===== src/rtl/qr_pkg.sv =====
// rtl/qr_pkg.sv - shared constants and state type for the QR v1-L data encoder
package qr_pkg;

  localparam int MOD_SIZE    = 21;
  localparam int MAX_PAYLOAD = 17;
  localparam int DATA_BITS   = 152;
  localparam int GRID_BITS   = MOD_SIZE * MOD_SIZE;

  localparam logic [3:0] MODE_BYTE = 4'b0100;
  localparam logic [7:0] PAD0      = 8'hEC;
  localparam logic [7:0] PAD1      = 8'h11;

  typedef enum logic [1:0] {
    ST_IDLE  = 2'd0,
    ST_LOAD  = 2'd1,
    ST_PLACE = 2'd2,
    ST_DONE  = 2'd3
  } state_t;

endpackage


===== src/rtl/qr_place_cursor.sv =====
// rtl/qr_place_cursor.sv - walks the data-module placement path of a 21x21 grid
module qr_place_cursor
  import qr_pkg::*;
(
  input  logic       clk_in,
  input  logic       rst_in,
  input  logic       start,
  input  logic       step,
  output logic [8:0] idx_out,
  output logic       last_out
);

  // Pair 0 is columns (20,19); each pair moves two columns left.
  logic [2:0] r_pair;
  logic [4:0] r_row;
  logic       r_lo;

  logic       w_up;
  logic       w_full;
  logic [4:0] w_j_hi;
  logic [4:0] w_col;
  logic [4:0] w_row_end;
  logic [4:0] w_row_next;
  logic [4:0] w_next_start;

  // Even pairs climb from row 0, odd pairs descend; the last two pairs span the
  // taller region and hop over row 14.
  assign w_up     = ~r_pair[0];
  assign w_full   = r_pair[2];
  assign w_j_hi   = 5'd20 - {1'b0, r_pair, 1'b0};
  assign w_col    = r_lo ? (w_j_hi - 5'd1) : w_j_hi;
  assign idx_out  = 9'(r_row) + 9'(w_col) * 9'd21;
  assign last_out = (r_pair == 3'd5) && (r_row == 5'd12) && r_lo;

  // Row bounds, in-pair successor and entry row of the following pair.
  always_comb begin
    w_row_end    = 5'd0;
    w_row_next   = 5'd0;
    w_next_start = 5'd0;
    if (w_up) begin
      w_row_end  = w_full ? 5'd20 : 5'd11;
      w_row_next = (w_full && r_row == 5'd13) ? 5'd15 : r_row + 5'd1;
    end else begin
      w_row_end  = w_full ? 5'd12 : 5'd0;
      w_row_next = (w_full && r_row == 5'd15) ? 5'd13 : r_row - 5'd1;
    end
    if (r_pair[0]) begin
      w_next_start = 5'd0;
    end else begin
      w_next_start = (r_pair == 3'd4) ? 5'd20 : 5'd11;
    end
  end

  // Advance hi -> lo within a row position, then to the next row or pair.
  always_ff @(posedge clk_in) begin
    if (rst_in || start) begin
      r_pair <= 3'd0;
      r_row  <= 5'd0;
      r_lo   <= 1'b0;
    end else if (step && !last_out) begin
      if (!r_lo) begin
        r_lo <= 1'b1;
      end else begin
        r_lo <= 1'b0;
        if (r_row == w_row_end) begin
          r_pair <= r_pair + 3'd1;
          r_row  <= w_next_start;
        end else begin
          r_row <= w_row_next;
        end
      end
    end
  end

endmodule


===== src/rtl/qr_encode.sv =====
// rtl/qr_encode.sv - byte-mode QR v1-L data-codeword encoder and module placer
module qr_encode
  import qr_pkg::*;
(
  input  logic         clk_in,
  input  logic         rst_in,
  input  logic [7:0]   data_in,
  input  logic         valid_in,
  input  logic         last_in,
  output logic         ready_out,
  output logic [440:0] qr_out,
  output logic [7:0]   length_out,
  output logic         busy_out,
  output logic         done_out,
  output logic         overflow_out
);

  state_t       r_state;
  logic [7:0]   r_buf [MAX_PAYLOAD];
  logic [7:0]   r_len;
  logic [7:0]   r_k;
  logic [440:0] r_grid;
  logic         r_ovf;

  logic         w_accept;
  logic         w_placing;
  logic [8:0]   w_idx;
  logic         w_last;
  logic         w_bit;
  logic [7:0]   w_pay_end;
  logic [7:0]   w_term_end;
  logic [2:0]   w_hdr_off;
  logic [7:0]   w_pay_off;
  logic [3:0]   w_pad_off;
  logic [7:0]   w_pay_byte;
  logic [7:0]   w_pad_byte;

  assign ready_out    = (r_state == ST_IDLE) || (r_state == ST_LOAD);
  assign busy_out     = (r_state != ST_IDLE);
  assign done_out     = (r_state == ST_DONE);
  assign qr_out       = r_grid;
  assign length_out   = r_len;
  assign overflow_out = r_ovf;
  assign w_accept     = valid_in && ready_out;
  assign w_placing    = (r_state == ST_PLACE);

  qr_place_cursor u_cursor (
    .clk_in   (clk_in),
    .rst_in   (rst_in),
    .start    (!w_placing),
    .step     (w_placing),
    .idx_out  (w_idx),
    .last_out (w_last)
  );

  // Field boundaries: header is 12 bits, payload 8n, then a 4-bit terminator.
  assign w_pay_end  = 8'd12 + {r_len[4:0], 3'b000};
  assign w_term_end = w_pay_end + 8'd4;
  assign w_hdr_off  = r_k[2:0] - 3'd4;
  assign w_pay_off  = r_k - 8'd12;
  assign w_pad_off  = r_k[3:0] - w_term_end[3:0];
  assign w_pay_byte = r_buf[w_pay_off[7:3]];
  assign w_pad_byte = w_pad_off[3] ? PAD1 : PAD0;

  // Select the bitstream bit for position k from the field it falls in.
  always_comb begin
    w_bit = 1'b0;
    if (r_k < 8'd4) begin
      w_bit = MODE_BYTE[~r_k[1:0]];
    end else if (r_k < 8'd12) begin
      w_bit = r_len[~w_hdr_off];
    end else if (r_k < w_pay_end) begin
      w_bit = w_pay_byte[~w_pay_off[2:0]];
    end else if (r_k < w_term_end) begin
      w_bit = 1'b0;
    end else begin
      w_bit = w_pad_byte[~w_pad_off[2:0]];
    end
  end

  // Payload capture; stale entries beyond length are never read.
  always_ff @(posedge clk_in) begin
    if (w_accept) begin
      r_buf[(r_state == ST_IDLE) ? 5'd0 : r_len[4:0]] <= data_in;
    end
  end

  // Message FSM, length/overflow tracking and grid writes.
  always_ff @(posedge clk_in) begin
    if (rst_in) begin
      r_state <= ST_IDLE;
      r_len   <= 8'd0;
      r_k     <= 8'd0;
      r_grid  <= '0;
      r_ovf   <= 1'b0;
    end else begin
      case (r_state)
        ST_IDLE: begin
          r_k <= 8'd0;
          if (w_accept) begin
            r_grid  <= '0;
            r_ovf   <= 1'b0;
            r_len   <= 8'd1;
            r_state <= last_in ? ST_PLACE : ST_LOAD;
          end
        end
        ST_LOAD: begin
          if (w_accept) begin
            r_len <= r_len + 8'd1;
            if (last_in || r_len == 8'(MAX_PAYLOAD - 1)) begin
              r_state <= ST_PLACE;
            end
            if (!last_in && r_len == 8'(MAX_PAYLOAD - 1)) begin
              r_ovf <= 1'b1;
            end
          end
        end
        ST_PLACE: begin
          r_grid[w_idx] <= ~w_bit;
          r_k           <= r_k + 8'd1;
          if (w_last) begin
            r_state <= ST_DONE;
          end
        end
        default: begin
          r_state <= ST_IDLE;
        end
      endcase
    end
  end

endmodule


===== config.mk =====
export PLATFORM = sky130hd
export DESIGN_NAME = qr_encode
export DESIGN_NICKNAME = d
export VERILOG_FILES = /design/src/rtl/qr_pkg.sv /design/src/rtl/qr_place_cursor.sv /design/src/rtl/qr_encode.sv
export SDC_FILE = /design/constraint.sdc
export NUM_CORES = 1
export LEC_CHECK = 0
export ABC_AREA = 0
export BUFFER_PORTS_ARGS = -buffer_cell sky130_fd_sc_hd__buf_2
export CORE_MARGIN = 10
export CORE_UTILIZATION = 58
export DETAILED_ROUTE_END_ITERATION = 10
export PLACE_DENSITY = 0.81
export SETUP_SLACK_MARGIN = 0.15
export SKIP_LAST_GASP = 1
export SLEW_MARGIN = 20
export SYNTH_ARGS = -nofsm -noshare
export SYNTH_HDL_FRONTEND = slang
export SYNTH_HIERARCHICAL = 1
export SYNTH_SLANG_ARGS = --single-unit

===== constraint.sdc =====
create_clock -name clk_in -period 9.7 [get_ports clk_in]
set_clock_uncertainty 0.1 [all_clocks]
set_input_delay 1.94 -clock clk_in [delete_from_list [all_inputs] [get_ports clk_in]]
set_output_delay 1.94 -clock clk_in [all_outputs]
set_load 0.01 [all_outputs]

==> results of run 1 <==
path summary, 6_finish.rpt:
path / to / start
setup reg to reg: qr_out[315] / u_cursor/r_pair[0]
hold / removal: qr_out[438] / qr_out[438]
hold reg to reg: qr_out[438] / qr_out[438]
setup / recovery: qr_out[315] / u_cursor/r_pair[0]
placed cells by master, fill, tap and decap left out, types with 61 or more instances in the layout:
| master | instances |
|---|---|
| dfxtp_1 | 468 |
| buf_2 | 463 |
| o31ai_2 | 341 |
| nand2_1 | 307 |
| o21ai_0 | 272 |
| nand3b_1 | 256 |
| o211ai_1 | 188 |
| edfxtp_1 | 136 |
| o31ai_1 | 94 |
| nor2_1 | 64 |
| clkbuf_16 | 61 |
registers in the layout, indices dropped and copies added, names as in the netlist:
register,count
qr_out,441
r_buf,136
length_out,8
r_k,8
u_cursor/r_row,5
u_cursor/r_pair,3
r_state,2
overflow_out,1
u_cursor/r_lo,1
report_power, final:
group	switching, mW	internal (mW)
sequential	0.0206	2.59
clock	1.02	1.36
combinational	0.897	0.288
per-layer routing:
metal	share of wire (%)	up-vias
li1	-	11300
met1	38	12400
met2	46	1450
met3	11	314
met4	4.9	2
met5	0.011	-
critical path, delay by kind of cell (launching register included):
kind            cells  cell delay, ns
simple gates        4            2.28
fa+ha+maj           5            2.08
flops               1            0.66
compound gates      2            0.59
buf+inv             3            0.38
xor+xnor            1            0.19
layout make-up:
cell class / count / area [sq um] / area share (%)
Antenna cell: 1 / 2.50 / 0.00735
Clock inverter: 22 / 245 / 0.720
Multi-Input combinational cell: 1917 / 14800 / 43.5
Sequential cell: 605 / 13500 / 39.6
Timing Repair Buffer: 512 / 2750 / 8.09
Clock buffer: 91 / 1760 / 5.17
Inverter: 36 / 135 / 0.397
Tap cell: 680 / 851 / 2.50
cells by family (layout without fill, tap and decap cells):
| logic type | Yosys count | count (layout) | share of synthesized area, % |
|---|---|---|---|
| multiplexers | 55 | 55 | 2.99 |
| buffers and inverters | 392 | 661 | 6.13 |
| flip-flops | 605 | 605 | 45.0 |
| other | 0 | 1 | 0 |
| XOR/XNOR | 35 | 35 | 1.10 |
| AND/OR/NAND/NOR | 770 | 770 | 13.9 |
| AO/OA/AOI/OAI | 997 | 997 | 28.3 |
| adder cells (fa/ha/maj) | 60 | 60 | 2.61 |
==> out/results.tsv, run 1 <==
metric	value	unit
outcome	finished clean	
grt_max_degree	201	
crit_chain	inv_1 -> ha_1 -> nand2_1 -> xnor2_1 -> ha_1 -> ha_1 -> inv_1 -> fa_1 -> inv_1 -> fa_1 -> nor2b_1 -> nand3_1 -> nand2b_2 -> o211ai_1 -> o31ai_2	
final_area	0.0340	sq mm
synth_nets	2986	
fp-row-count	83	
finalNetCount	3205	
finalSetupViolCount	0	
drtPass1Iterations	6	
port_buffers	464	
cts_setup_buffers	0	
core	0.0512	sq mm
cts.sinks	605	
top_usage_layer	met2	
min_path_type	reg -> reg	
synthTopCellsByCount	dfxtp_1, o31ai_2, nand2_1, clkbuf_1, o21ai_0	
initial_core_util	58.5	%
crit_path_top_delay_cell	nand2b_2	
drt_iter0_drc	3018	
period_minus_slack	6.46	ns
p_leak	12.8	nW
dieHeight	247	microns
syn_inst	2914	
postCtsResizedCells	0	
worst_slew_margin_rel	19.2	%
grt_pass1_vias	24200	
avgSynthCellArea	10.3	sq um
cts_root_buf	clkbuf_16	
num_io_pins	465	
wl	101	mm
drive_gt1_share	32.2	%
cp_max_fo	38	
r2r_cells	15	
max_freq	0.155	GHz
worst_pin_slew	1.21	ns
path_class	reg -> reg	
hold_buffers	0	
path_clk_slew	0.06	ns
maxSlewViolCount	0	
gp_congestion	0.901	
placed_cell_area	0.0320	sq mm
drtAntennaViolNets	0	
grt_pass1_wl	150	mm
track_usage	31.4	%
clk_latency	0.64	ns
cp.arrival	6.84	ns
tns	0	ns
yosys_warnings	6	
place_ws	3.45	ns
clockBufferDepth	3	
grt_util_met2	49.6	%
vias_per_cell	6.59	
fillCellCount	3826	
die_area	0.0611	sq mm
yosysMostFrequentCell	dfxtp_1	
cp-start-kind	register	
synth_top_area_share	31.3	%
powerDensity	181	mW/mm^2
synthDistinctLibCells	74	
globalRouteMet3Util	8.30	%
synth.area.top_cells	dfxtp_1, o31ai_2, edfxtp_1	
worst_hold_slack	0.376	ns
die_w	247	microns
fin_util	66.5	%
synth-seq-cells	605	
r2r_slack	3.24	ns
end_kind	register	
fin_cells	3864	
grt_setup_unrepaired	false	
antenna_found_initial	2	
grt_overflow	0	
cts_tree	built	
cpPeakStageDelay	0.93	ns
synth_edf_count	136	
fin_crit_sh	66.6	%
synth_top_area_cell	dfxtp_1	
ys_seq_area_share	45.0	%
num_vias	25500	
setup_slack	3.24	ns
htreeDepth	2	
vdd_ir_drop_max	0.156	mV
hold_viol	0	
drc	0	
placed_cells	3749	
syn_area	0.0299	sq mm
async_reset_ff_share	0	%
max_cap_violations	0	
numCtsBuffers	61	
power	6.18	mW
post_drt_wl_per_cell	26.2	microns
yosys_most_used_dff	dfxtp_1	
synthToLayoutAreaGrowth	13.7	%
holdPathStages	2	
cp_data_required_time	10.07	ns
grtUsageMet1	39.2	%
hpwlAfterDp	63.8	mm
Note: power is estimated with default switching activity, not from simulation.
==> inputs of run 2 (changes only) <==
==> constraint.sdc (replaced) <==
create_clock -name clk_in -period 6.5 [get_ports clk_in]
set_clock_uncertainty 0.1 [all_clocks]
set_input_delay 1.3 -clock clk_in [delete_from_list [all_inputs] [get_ports clk_in]]
set_output_delay 1.3 -clock clk_in [all_outputs]
set_load 0.01 [all_outputs]
==> out/results.tsv, run 2 (synthesis gave the netlist of run 1 again) <==
metric	value	unit	change
outcome	finished clean		
fillCellCount	3892		+1.7%
cts_setup_buffers	0		unchanged
powerDensity	274	mW/mm^2	+51%
vdd_ir_drop_max	0.242	mV	+55%
cp-start-kind	register		
dieHeight	247	microns	unchanged
cts.sinks	605		unchanged
fin_cells	3890		+0.67%
drtPass1Iterations	6		unchanged
antenna_found_initial	2		unchanged
gp_congestion	0.872		-3.2%
cts_tree	built		
mostFrequentLayoutCell	dfxtp_1		
cp.arrival	6.08	ns	-0.76 ns
drt_iter0_drc	3291		+9.0%
vias_per_cell	6.57		-0.31%
fp-row-count	83		unchanged
cts_root_buf	clkbuf_16		
post_drt_wl_per_cell	26.1	microns	-0.36%
grt_pass1_wl	150	mm	+0.38%
multiInputGateArea	0.0148	sq mm	-0.12%
clk_latency	0.61	ns	-0.03 ns
worst_slew_margin_rel	19.8	%	+0.58 points
finalSetupViolCount	0		unchanged
final_area	0.0343	sq mm	+0.79%
fin_crit_sh	88.1	%	+21 points
initial_core_util	58.5	%	unchanged
port_buffers	464		unchanged
numCtsBuffers	66		+8.2%
grt_pass1_vias	24400		+0.97%
worst_hold_slack	0.377	ns	+0.00164 ns
track_usage	31.7	%	+0.31 points
cp_max_fo	16		-58%
drc	0		unchanged
largest_reg_flops	441		unchanged
cp_data_required_time	6.85	ns	-3.22 ns
synthToLayoutAreaGrowth	14.6	%	
htreeDepth	3		+1
die_area	0.0611	sq mm	unchanged
tns	0	ns	unchanged
postCtsResizedCells	0		unchanged
grt_max_degree	190		-5.5%
max_cap_violations	0		unchanged
hpwlAfterDp	63.6	mm	-0.30%
place_ws	0.867	ns	-2.59 ns
end_kind	register		
drtAntennaViolNets	0		unchanged
num_vias	25600		+0.36%
regArea	0.0135	sq mm	about the same
finalNetCount	3231		+0.81%
period_minus_slack	5.73	ns	-0.735 ns
maxSlewViolCount	0		unchanged
num_io_pins	465		unchanged
hold_viol	0		unchanged
grt_overflow	0		unchanged
clockBufferDepth	3		unchanged
min_path_type	reg -> reg		
power	9.39	mW	+52%
fin_util	67.0	%	+0.52 points
worst_pin_slew	1.20	ns	-0.00816 ns
placed_cells	3771		+0.59%
grt_setup_unrepaired	false		
p_leak	13.0	nW	+1.2%
core	0.0512	sq mm	unchanged
hold_buffers	0		unchanged
max_freq	0.175	GHz	+13%
placed_cell_area	0.0322	sq mm	+0.61%
layout_common_cells	dfxtp_1, buf_2, o31ai_2		
die_w	247	microns	unchanged
setup_slack	0.773	ns	-2.46 ns
path_clk_slew	0.06	ns	about the same
wl	102	mm	+0.31%
path_class	reg -> reg		
drive_gt1_share	32.6	%	+0.37 points
run 2: changes by cell type in the layout (fill, tap and decap cells not counted), sizes merged:
cell	previous run	this run
inv	39	41
buf	512	533
diode	1	2
clkbuf	91	93
run 2: area by class of cell:
type,count,area share (%)
Timing Repair Buffer,533,8.51
Multi-Input combinational cell,1917,43.1
Clock inverter,24,0.689
Sequential cell,605,39.3
Clock buffer,93,5.49
Tap cell,680,2.48
Antenna cell,2,0.0146
Inverter,36,0.394
run 2: critical path, stage by stage (launching register included):
cell and delay (ns):
dfxtp_1 0.64, inv_1 0.22, ha_1 0.25, nand2_1 0.08
xnor2_1 0.20, ha_1 0.30, ha_1 0.27, inv_1 0.05
fa_1 0.54, inv_1 0.08, fa_1 0.69, nor2b_1 0.61
nand2_1 0.79, o21ai_0 0.43, nand2_1 0.09, nand3b_1 0.14
o31ai_2 0.08
run 2: worst paths after layout:
kind / cells after the start / endpoint / startpoint / slack (ns)
worst max-delay path: 16 / qr_out[106] / u_cursor/r_pair[0] / 0.77
worst min-delay path: 2 / overflow_out / overflow_out / 0.38
worst max register to register: 16 / qr_out[106] / u_cursor/r_pair[0] / 0.77
worst min register to register: 2 / overflow_out / overflow_out / 0.38
run 2: power breakdown:
group          internal [mW]  switching, mW  total [mW]  leakage [nW]
combinational          0.434           1.32        1.75          6.94
sequential              3.87         0.0323        3.90          5.00
clock                   2.18           1.55        3.74          1.05
total                   6.49           2.90        9.39          13.0
run 2: per-layer routing:
layer	GRT usage [%]	up-vias	part of all wire (%)
li1	-	11300	-
met1	39.8	12400	38
met2	49.9	1513	46
met3	7.19	309	10
met4	17.4	0	5.0
met5	0	-	0
